--- config.mk ---
export PLATFORM = sky130hd
export DESIGN_NAME = mem_initiator
export DESIGN_NICKNAME = d
export VERILOG_FILES = /design/src/rtl/mem_initiator.sv
export SDC_FILE = /design/constraint.sdc
export NUM_CORES = 1
export LEC_CHECK = 0
export BUFFER_PORTS_ARGS = -buffer_cell sky130_fd_sc_hd__buf_2
export CAP_MARGIN = 20
export CORE_ASPECT_RATIO = 0.7
export CORE_MARGIN = 5
export CORE_UTILIZATION = 44
export DETAILED_ROUTE_END_ITERATION = 16
export PLACE_DENSITY_LB_ADDON = 0.25
export SLEW_MARGIN = 20
export SYNTH_ARGS = -nofsm -noshare
export SYNTH_HDL_FRONTEND = slang
export SYNTH_SLANG_ARGS = --single-unit
--- constraint.sdc ---
create_clock -name clk -period 1.52 [get_ports clk]
set_input_delay 0.152 -clock clk [delete_from_list [all_inputs] [get_ports clk]]
set_output_delay 0.152 -clock clk [all_outputs]
set_load 0.02 [all_outputs]
--- src/rtl/mem_initiator.sv ---
// mem_initiator: valid/ready initiator for a 32x8 synchronous memory; define MEM_READBACK_EN to verify every write by reading it back.
module mem_initiator #(
  parameter int AW = 5,
  parameter int DW = 8
) (
  input  logic          clk,
  input  logic          rst,
  input  logic          req_valid,
  output logic          req_ready,
  input  logic          req_we,
  input  logic [AW-1:0] req_addr,
  input  logic [DW-1:0] req_wdata,
  output logic          rsp_valid,
  output logic [DW-1:0] rsp_rdata,
  output logic          err,
  output logic [AW-1:0] mem_addr,
  output logic [DW-1:0] mem_wdata,
  input  logic [DW-1:0] mem_rdata,
  output logic          mem_rd,
  output logic          mem_wr
);
`ifdef MEM_READBACK_EN
  typedef enum logic [2:0] {IDLE, WRITE, READ, RWAIT, VREAD, VWAIT} state_t;
  logic err_q;
  assign err = err_q;
`else
  typedef enum logic [1:0] {IDLE, WRITE, READ, RWAIT} state_t;
  assign err = 1'b0;
`endif
  state_t        state_q;
  logic          mem_rd_q, mem_wr_q, rsp_valid_q;
  logic [AW-1:0] mem_addr_q;
  logic [DW-1:0] mem_wdata_q, rsp_rdata_q;
  assign req_ready = (state_q == IDLE) && !rst;
  assign mem_rd    = mem_rd_q;
  assign mem_wr    = mem_wr_q;
  assign mem_addr  = mem_addr_q;
  assign mem_wdata = mem_wdata_q;
  assign rsp_valid = rsp_valid_q;
  assign rsp_rdata = rsp_rdata_q;
  // mem_addr_q/mem_wdata_q double as the captured request
  always_ff @(posedge clk or posedge rst) begin
    if (rst) begin
      state_q     <= IDLE;
      mem_rd_q    <= 1'b0;
      mem_wr_q    <= 1'b0;
      mem_addr_q  <= '0;
      mem_wdata_q <= '0;
      rsp_valid_q <= 1'b0;
      rsp_rdata_q <= '0;
`ifdef MEM_READBACK_EN
      err_q       <= 1'b0;
`endif
    end else begin
      rsp_valid_q <= 1'b0;
`ifdef MEM_READBACK_EN
      err_q       <= 1'b0;
`endif
      case (state_q)
        IDLE: if (req_valid) begin
          mem_addr_q  <= req_addr;
          mem_wdata_q <= req_wdata;
          mem_wr_q    <= req_we;
          mem_rd_q    <= !req_we;
          state_q     <= req_we ? WRITE : READ;
        end
        WRITE: begin
          mem_wr_q <= 1'b0;
`ifdef MEM_READBACK_EN
          mem_rd_q <= 1'b1;
          state_q  <= VREAD;
`else
          rsp_valid_q <= 1'b1;
          state_q     <= IDLE;
`endif
        end
        READ: begin
          mem_rd_q <= 1'b0;
          state_q  <= RWAIT;
        end
        RWAIT: begin
          rsp_rdata_q <= mem_rdata;
          rsp_valid_q <= 1'b1;
          state_q     <= IDLE;
        end
`ifdef MEM_READBACK_EN
        VREAD: begin
          mem_rd_q <= 1'b0;
          state_q  <= VWAIT;
        end
        VWAIT: begin
          rsp_rdata_q <= mem_rdata;
          err_q       <= mem_rdata != mem_wdata_q;
          rsp_valid_q <= 1'b1;
          state_q     <= IDLE;
        end
`endif
        default: state_q <= IDLE;
      endcase
    end
  end
endmodule

==> impl_metrics.csv, run 1 <==
group,metric,value,unit
timing,fin_tns_setup,0,ns
synth,async_flop_share,1.00,
setup_path,arrival,1.29,ns
synth,synth_fp_nets,94,
detailed_routing,drtIter0Drc,13,
global_routing,grt_max_degree,17,
cts,cts.clk_slew.worst_paths,0.14,ns
place,dpl.cell_count,149,
setup_path,critPathKind,"reg2out",
setup_path,path_delay_family,"flip-flops",
cts,post_cts_buffers,0,
floorplanning,coreArea,0.00219,mm²
timing,hold_ws,0.0532,ns
detailed_routing,vias,700,
cts,cts_made_buffers,3,
setup_path,path_max_fanout,7,
finish,fin_cells,154,
pwr,irDropWorstVdd,1.06,mV
synth,synth-seq-cells,26,
setup_path,slowest_stage,"dfrtp_1",
detailed_routing,antenna_left,0,
synth,yosys.area.top_type,"dfrtp_1",
cts,root_buffer,"clkbuf_4",
global_routing,antenna_found_initial,0,
global_routing,grt_pass1_wl,3400,µm
cts,clock_latency,0.32,ns
pwr,power_leakage,0.691,nW
timing,final.min_clock_period,1.44,ns
place,portBuffers,49,
timing,fmax,695,MHz
synth,yosysMostFrequentCell,"dfrtp_1",
timing,rsz0062_at_grt,"no",
setup_path,startpoint_type,"flip-flop",
cts,cts_max_level,1,
setup_path,cpPeakStageDelay,0.44,ns
setup_path,crit_buf_inv,2,
setup_path,worst_ep_required_time,1.37,ns
run_status,outcome,"finished clean",
timing,skew,0.00239,ns
synth,ys_top_cells_by_count,"dfrtp_1, mux2_2, inv_1",
pwr,power.density,2250,mW/mm²
setup_path,end_kind,"output port",
synth,synth_top_cell_area_share,0.629,
finish,num_antenna_cells,0,
detailed_routing,via_per_inst,4.55,
synth,synth_cells,69,
cts,cts_tree,"done",
detailed_routing,drc,0,
synth,syn_avg_cell_area,15.0,µm²
floorplanning,die-width,68.0,µm
floorplanning,num_rows,14,
floorplanning,initial_utilization,0.473,
job,drv_cap,0,
finish,final_net_count,148,
timing,slew_viol_final,0,
place,dp_hpwl,1570,µm
cts,holdBufCountCts,1,
cts,cts_resized,0,
finish,drive_gt1_frac,0.648,
pwr,p_total,3.11,mW
synth,synth_ff_type,"dfrtp_1",
floorplanning,io_pins,51,
detailed_routing,wire_per_inst,13.0,µm
hold_path,hold_path_class,"in2reg",
global_routing,grt_usage,0.131,
cts,clk_path_buf_depth,2,
synth,netlist_area,0.00103,mm²
cts,cts.sinks,26,
global_routing,globalRouteOverflowTotal,0,
timing,finalSetupViolations,0,
synth,yosys-top-cells-area,"dfrtp_1, mux2_2, buf_6, nor3b_4, inv_1",
timing,hold_viol_final,0,
synth,yosysSeqAreaShare,0.629,
place,gp_congestion,0.678,
floorplanning,die_area,0.00344,mm²
finish,area_delta_synth_final,34.0,%
detailed_routing,first_pass_iters,3,
timing,period_share,0.947,
floorplanning,fp.dieH,50.6,µm
setup_path,worstPathCellList,"buf_4, nor3_1, buf_2",
synth,synth.distinct_cells,19,
global_routing,grt_pass1_vias,773,
synth,ys_warn_count,0,
synth,synth_edf_count,0,
detailed_routing,totalWireLength,2000,µm
==> logic make-up (layout without fill, tap and decap cells) <==
kind of cell           count (synthesis)  in the layout  share of synthesized area
AND/OR/NAND/NOR                        8              8                     0.0544
multiplexers                          21             21                      0.229
flip-flops                            26             26                      0.629
AO/OA/AOI/OAI                          5              5                     0.0363
other                                  1              1                    0.00362
buffers and inverters                  8             61                     0.0484
==> cells in the final DEF (no fill, tap or decap), drive strengths merged <==
cell         count
buf             53
dfrtp           26
mux2            21
inv              3
clkbuf           3
a21oi            2
nor2             2
nor3b            2
nand2            1
and2             1
a221o            1
o21bai           1
a32o             1
or2b             1
nor3             1
conb             1
bufinv           1
dlygate4sd3      1
==> worst paths after layout <==
kind	endpoint	cells past startpoint	slack, ns	start
hold reg to reg	mem_rd$_DFFE_PP0P_	1	0.51	mem_rd$_DFFE_PP0P_
max in group asynchronous	rsp_rdata[4]$_DFFE_PP0N_	4	0.62	rst
setup / recovery	req_ready	3	0.08	state_q[0]$_DFFE_PP0P_
hold / removal	mem_wdata[2]$_DFFE_PP0P_	2	0.05	req_wdata[2]
setup reg to reg	mem_wdata[7]$_DFFE_PP0P_	3	0.24	state_q[0]$_DFFE_PP0P_
min in group asynchronous	mem_wdata[4]$_DFFE_PP0P_	3	0.35	rst
==> final cells by class <==
type / instances / area (µm²)
Sequential cell: 26 / 651
Clock buffer: 3 / 22.5
Fill cell: 174 / 803
Multi-Input combinational cell: 35 / 334
Inverter: 3 / 11.3
Clock inverter: 1 / 30.0
Tap cell: 32 / 40.0
Timing Repair Buffer: 54 / 298
==> power breakdown <==
part / switching, mW / internal (mW)
registers: 0.168 / 1.03
clock network: 0.198 / 0.267
logic: 0.796 / 0.653
==> worst register-to-register path, cell delays in order, from the launching register on <==
cell and delay [ns]:
dfrtp_1 0.44, nor3b_4 0.24, buf_12 0.17, mux2_2 0.34
==> per-stage QoR <==
step / area [µm²] / worst slack [ns] / utilization
finish: 1390 / 0.0801 / 0.633
global route: 1390 / 0.000380 / 0.633
CTS: 1390 / 0.0517 / 0.633
detailed placement: 1320 / 0.244 / 0.605
global placement: 1320 / 0.279 / 0.605
floorplan: 1030 / 0.165 / -
==> registers in the layout, summed over array words and instances, names as in the netlist <==
signal,cells
mem_wdata,8
rsp_rdata,8
mem_addr,5
state_q,2
mem_rd,1
mem_wr,1
rsp_valid,1
==> metal layers <==
metal	vias to the layer above	GRT usage	routed length, µm
met3	2	0.0424	189
met5	-	0	0
met2	30	0.235	982
li1	337	-	-
met1	331	0.145	806
met4	0	0.0396	19
(Power assumes the default switching activity.)
==> inputs of run 2 (changes only) <==
==> constraint.sdc (replaced) <==
create_clock -name clk -period 1.6 [get_ports clk]
set_input_delay 0.16 -clock clk [delete_from_list [all_inputs] [get_ports clk]]
set_output_delay 0.16 -clock clk [all_outputs]
set_load 0.02 [all_outputs]
==> impl_metrics.csv, run 2 (synthesis results as in run 1) <==
group,metric,value,unit
run_status,outcome,"finished clean",
global_routing,grt_max_degree,16,
floorplanning,num_rows,14,
place,portBuffers,49,
cts,cts_made_buffers,3,
timing,period_share,0.877,
setup_path,cpPeakStageDelay,0.50,ns
floorplanning,io_pins,51,
cts,cts_resized,0,
floorplanning,initial_utilization,0.473,
cts,cts_tree,"done",
pwr,switching_share,0.388,
timing,fin_tns_setup,0,ns
finish,fillers,187,
place,dp_hpwl,1560,µm
pwr,combPwrFrac,0.462,
global_routing,grt_pass1_vias,730,
detailed_routing,wire_per_inst,12.6,µm
finish,num_antenna_cells,0,
timing,tightest_slew,0.540,ns
detailed_routing,vias,706,
detailed_routing,drtIter0Drc,27,
floorplanning,die-width,68.0,µm
cts,cts_max_level,1,
finish,final_net_count,146,
setup_path,path_max_fanout,13,
setup_path,critPathKind,"reg2reg",
setup_path,ff2ff_setup_slack,0.20,ns
timing,fmax,712,MHz
job,drv_cap,0,
cts,clk_path_buf_depth,2,
setup_path,end_kind,"flip-flop",
setup_path,arrival,1.61,ns
place,gp_congestion,0.766,
hold_path,hold_path_class,"in2reg",
pwr,p_clk_frac,0.113,
timing,hold_ws,0.0707,ns
global_routing,globalRouteOverflowTotal,0,
finish,layout_common_cells,"buf_2, dfrtp_1, mux2_2, inv_1, clkbuf_4",
setup_path,path_delay_family,"flip-flops",
pwr,irDropWorstVdd,1.19,mV
setup_path,startpoint_type,"flip-flop",
cts,cts.sinks,26,
setup_path,slowest_stage,"dfrtp_1",
timing,final.min_clock_period,1.40,ns
timing,hold_viol_final,0,
global_routing,grt_usage,0.122,
pwr,power_leakage,0.670,nW
pwr,intPower,1.69,mW
global_routing,antenna_found_initial,0,
timing,rsz0062_at_grt,"no",
cts,root_buffer,"clkbuf_4",
timing,slew-limit-headroom,0.639,
floorplanning,coreArea,0.00219,mm²
setup_path,worst_ep_required_time,1.81,ns
finish,final_common_cell,"buf_2",
global_routing,grt_pass1_wl,3160,µm
cts,holdBufCountCts,1,
floorplanning,die_area,0.00344,mm²
detailed_routing,via_per_inst,4.64,
setup_path,worstPathCellList,"nor3b_4, buf_4, mux2_2",
pwr,power.density,2060,mW/mm²
pwr,p_sw,1.07,mW
setup_path,crit_buf_inv,1,
cts,clock_latency,0.31,ns
pwr,p_seq_frac,0.425,
timing,skew,0.00285,ns
cts,post_cts_buffers,0,
detailed_routing,drc,0,
detailed_routing,first_pass_iters,4,
detailed_routing,totalWireLength,1910,µm
finish,area_delta_synth_final,29.7,%
finish,drive_gt1_frac,0.642,
finish,final_area,0.00134,mm²
place,place_area,0.00130,mm²
detailed_routing,antenna_left,0,
cts,cts.clk_slew.worst_paths,0.13,ns
timing,slew_viol_final,0,
floorplanning,fp.dieH,50.6,µm
timing,finalSetupViolations,0,
==> run 2: power groups by stage <==
stage	Clock (mW)	Combinational [mW]	Sequential, mW
after floorplan	0	0.569	1.53
after global placement	0	1.28	1.18
after detailed placement	0	1.30	1.20
after CTS	0.330	1.31	1.18
after global routing	0.363	1.37	1.23
final	0.312	1.28	1.17
==> run 2: area by class of cell <==
class | count | area (µm²) | area share
sequential | 26 | 651 | 0.485
multi-input combinational | 35 | 334 | 0.249
timing repair buffer | 52 | 270 | 0.201
tap | 32 | 40.0 | 0.0298
clock buffer | 4 | 36.3 | 0.0270
inverter | 3 | 11.3 | 0.00839
==> run 2: metrics by stage <==
| stage | utilization | setup WS [ns] | power (mW) | std cells |
|---|---|---|---|---|
| after floorplan | - | 0.245 | 2.09 | 69 |
| after global placement | 0.592 | 0.241 | 2.46 | 147 |
| after detailed placement | 0.592 | 0.211 | 2.50 | 147 |
| after CTS | 0.613 | 0.188 | 2.82 | 152 |
| after global routing | 0.613 | 0.112 | 2.97 | 152 |
| final | 0.613 | 0.196 | 2.76 | 152 |
==> run 2: path summary, 6_finish.rpt <==
kind | startpoint | endpoint | cells after the start
setup / recovery | state_q[0]$_DFFE_PP0P_ | mem_wdata[6]$_DFFE_PP0P_ | 3
hold / removal | mem_rdata[1] | rsp_rdata[1]$_DFFE_PP0N_ | 2
setup reg to reg | state_q[0]$_DFFE_PP0P_ | mem_wdata[6]$_DFFE_PP0P_ | 3
hold reg to reg | mem_rd$_DFFE_PP0P_ | mem_rd$_DFFE_PP0P_ | 1
max in group asynchronous | rst | mem_wdata[5]$_DFFE_PP0P_ | 4
min in group asynchronous | rst | mem_wr$_DFFE_PP0P_ | 3
==> run 2: per-layer routing <==
| metal | track usage | vias up | part of all wire |
|---|---|---|---|
| met5 | 0 | - | 0 |
| met4 | 0.0198 | 0 | 0.0052 |
| met3 | 0.0580 | 2 | 0.094 |
| met2 | 0.203 | 30 | 0.49 |
| met1 | 0.145 | 340 | 0.41 |
| li1 | - | 334 | - |
==> inputs of run 3 (changes only) <==
--- a/config.mk
+++ b/config.mk
@@ -5,6 +5,7 @@
 export SDC_FILE = /design/constraint.sdc
 export NUM_CORES = 1
 export LEC_CHECK = 0
+export ABC_AREA = 1
 export BUFFER_PORTS_ARGS = -buffer_cell sky130_fd_sc_hd__buf_2
 export CAP_MARGIN = 20
 export CORE_ASPECT_RATIO = 0.7
==> impl_metrics.csv, run 3 <==
group,metric,value,unit
run_status,outcome,"finished clean",
detailed_routing,totalWireLength,2500,µm
setup_path,path_max_fanout,14,
global_routing,globalRouteOverflowTotal,0,
cts,clk_path_buf_depth,2,
timing,period_share,0.902,
detailed_routing,antenna_left,0,
timing,fmax,693,MHz
floorplanning,die_area,0.00353,mm²
synth,synth-seq-cells,26,
synth,synth_ff_type,"dfrtp_1",
floorplanning,io_pins,51,
finish,final_common_cell,"nand2_1",
hold_path,hold_path_class,"in2reg",
timing,skew,0.0128,ns
timing,hold_viol_final,0,
global_routing,grt_pass1_vias,879,
setup_path,timing.rr.start,"state_q[1]$_DFFE_PP0P_",
synth,ys_top_cells_by_count,"nand2_1, dfrtp_1, nand3_1",
pwr,power_leakage,0.811,nW
place,gp_congestion,0.642,
global_routing,grt_pass1_wl,4060,µm
cts,cts_resized,0,
global_routing,grt_usage,0.155,
timing,worst_slack,0.157,ns
pwr,power.density,2130,mW/mm²
synth,synth_cells,117,
setup_path,end_kind,"output port",
timing,final.min_clock_period,1.44,ns
detailed_routing,vias,940,
synth,yosysSeqAreaShare,0.610,
job,drv_cap,0,
cts,holdBufCountCts,1,
setup_path,worst_ep_required_time,1.44,ns
cts,cts_tree,"done",
finish,num_antenna_cells,0,
place,portBuffers,49,
finish,layout_common_cells,"nand2_1, buf_2, dfrtp_1, nand3_1",
synth,synth_top_cell_area_share,0.610,
setup_path,startpoint,"state_q[1]$_DFFE_PP0P_",
cts,cts.sinks,26,
synth,ys_warn_count,0,
cts,cts.clk_slew.worst_paths,0.15,ns
setup_path,critPathKind,"reg2out",
cts,root_buffer,"clkbuf_4",
detailed_routing,via_per_inst,4.75,
cts,cts_max_level,1,
synth,yosys.area.top_type,"dfrtp_1",
hold_path,min_from,"req_addr[1]",
synth,syn_avg_cell_area,9.12,µm²
global_routing,antenna_found_initial,0,
cts,post_cts_buffers,0,
detailed_routing,drc,0,
finish,area_delta_synth_final,29.7,%
floorplanning,fp.dieH,51.2,µm
cts,clock_latency,0.32,ns
finish,drive_gt1_frac,0.349,
setup_path,startpoint_type,"flip-flop",
place,place_ws,0.365,ns
synth,synth_fp_nets,142,
floorplanning,num_rows,14,
synth,netlist_area,0.00107,mm²
synth,async_flop_share,1.00,
timing,rsz0062_at_grt,"no",
finish,final_net_count,192,
timing,slew_viol_final,0,
detailed_routing,wire_per_inst,12.6,µm
synth,synth.distinct_cells,15,
floorplanning,initial_utilization,0.480,
setup_path,arrival,1.28,ns
cts,cts_made_buffers,3,
timing,fin_tns_setup,0,ns
timing,finalSetupViolations,0,
synth,synth_edf_count,0,
detailed_routing,first_pass_iters,4,
floorplanning,die-width,68.9,µm
global_routing,grt_max_degree,27,
detailed_routing,drtIter0Drc,85,
place,dp_hpwl,1870,µm
pwr,irDropWorstVdd,1.12,mV
floorplanning,coreArea,0.00222,mm²
synth,yosysMostFrequentCell,"nand2_1",
synth,yosys-top-cells-area,"dfrtp_1, nand2_1, nand3_1, buf_6, buf_2",
-- run 3: cell types whose count changed after synthesis, sizes merged --
cell    delta
nand2     +50
a32o       -1
a221o      -1
nand3     +22
buf        +3
o21ai      +2
o21bai     -1
a21oi      -1
and2       -1
nand3b     +1
nor3b      -2
or2b       -1
nor2       -1
mux2      -21
-- run 3: final cells by class --
class	instances	area [µm²]
clock buffers	3	22.5
inverters	3	11.3
clock inverters	1	30.0
repair buffers	53	278
fillers	211	841
multi-input cells	80	352
flip-flops and latches	26	651
well taps	32	40.0
-- run 3: metal layers --
metal | up-vias | track usage | part of all wire
met5 | - | 0 | 0
met4 | 0 | 0.0291 | 0.0040
met3 | 2 | 0.0614 | 0.089
met2 | 35 | 0.247 | 0.48
met1 | 433 | 0.201 | 0.43
li1 | 470 | - | -
-- run 3: stage by stage --
stage,power [mW],cell area (µm²),cells,hold slack (ns),utilization
after floorplan,2.08,1070,117,0.200,-
after global placement,2.47,1320,193,0.231,0.594
after detailed placement,2.53,1320,193,0.235,0.594
after CTS,2.97,1380,198,0.0486,0.622
after global routing,3.15,1380,198,0.0294,0.622
final,2.94,1380,198,0.0483,0.622
-- run 3: critical path, stage by stage (launching register included) --
cell	delay (ns)
dfrtp_1	0.56
nor3_1	0.22
buf_2	0.19
-- run 3: report_power, final --
group / internal, mW / total [mW] / switching (mW) / leakage [nW]
Combinational: 0.440 / 1.30 / 0.860 / 0.460
Sequential: 0.968 / 1.19 / 0.227 / 0.323
Clock: 0.253 / 0.448 / 0.194 / 0.0279
-- run 3: cell families after synthesis --
kind of cell	count (synthesis)	synth area share
AND/OR/NAND/NOR	76	0.312
buffers and inverters	11	0.0610
other	1	0.00351
AO/OA/AOI/OAI	3	0.0141
flip-flops	26	0.610
-- run 3: path summary, 6_finish.rpt --
path	end	depth (start not counted)	slack [ns]
worst min-delay path	mem_addr[1]$_DFFE_PP0P_	3	0.05
min in group asynchronous	rsp_rdata[0]$_DFFE_PP0N_	4	0.44
worst max-delay path	req_ready	2	0.16
max in group asynchronous	mem_wdata[2]$_DFFE_PP0P_	4	0.90
worst max register to register	mem_wdata[6]$_DFFE_PP0P_	4	0.36
worst min register to register	rsp_rdata[1]$_DFFE_PP0N_	2	0.48
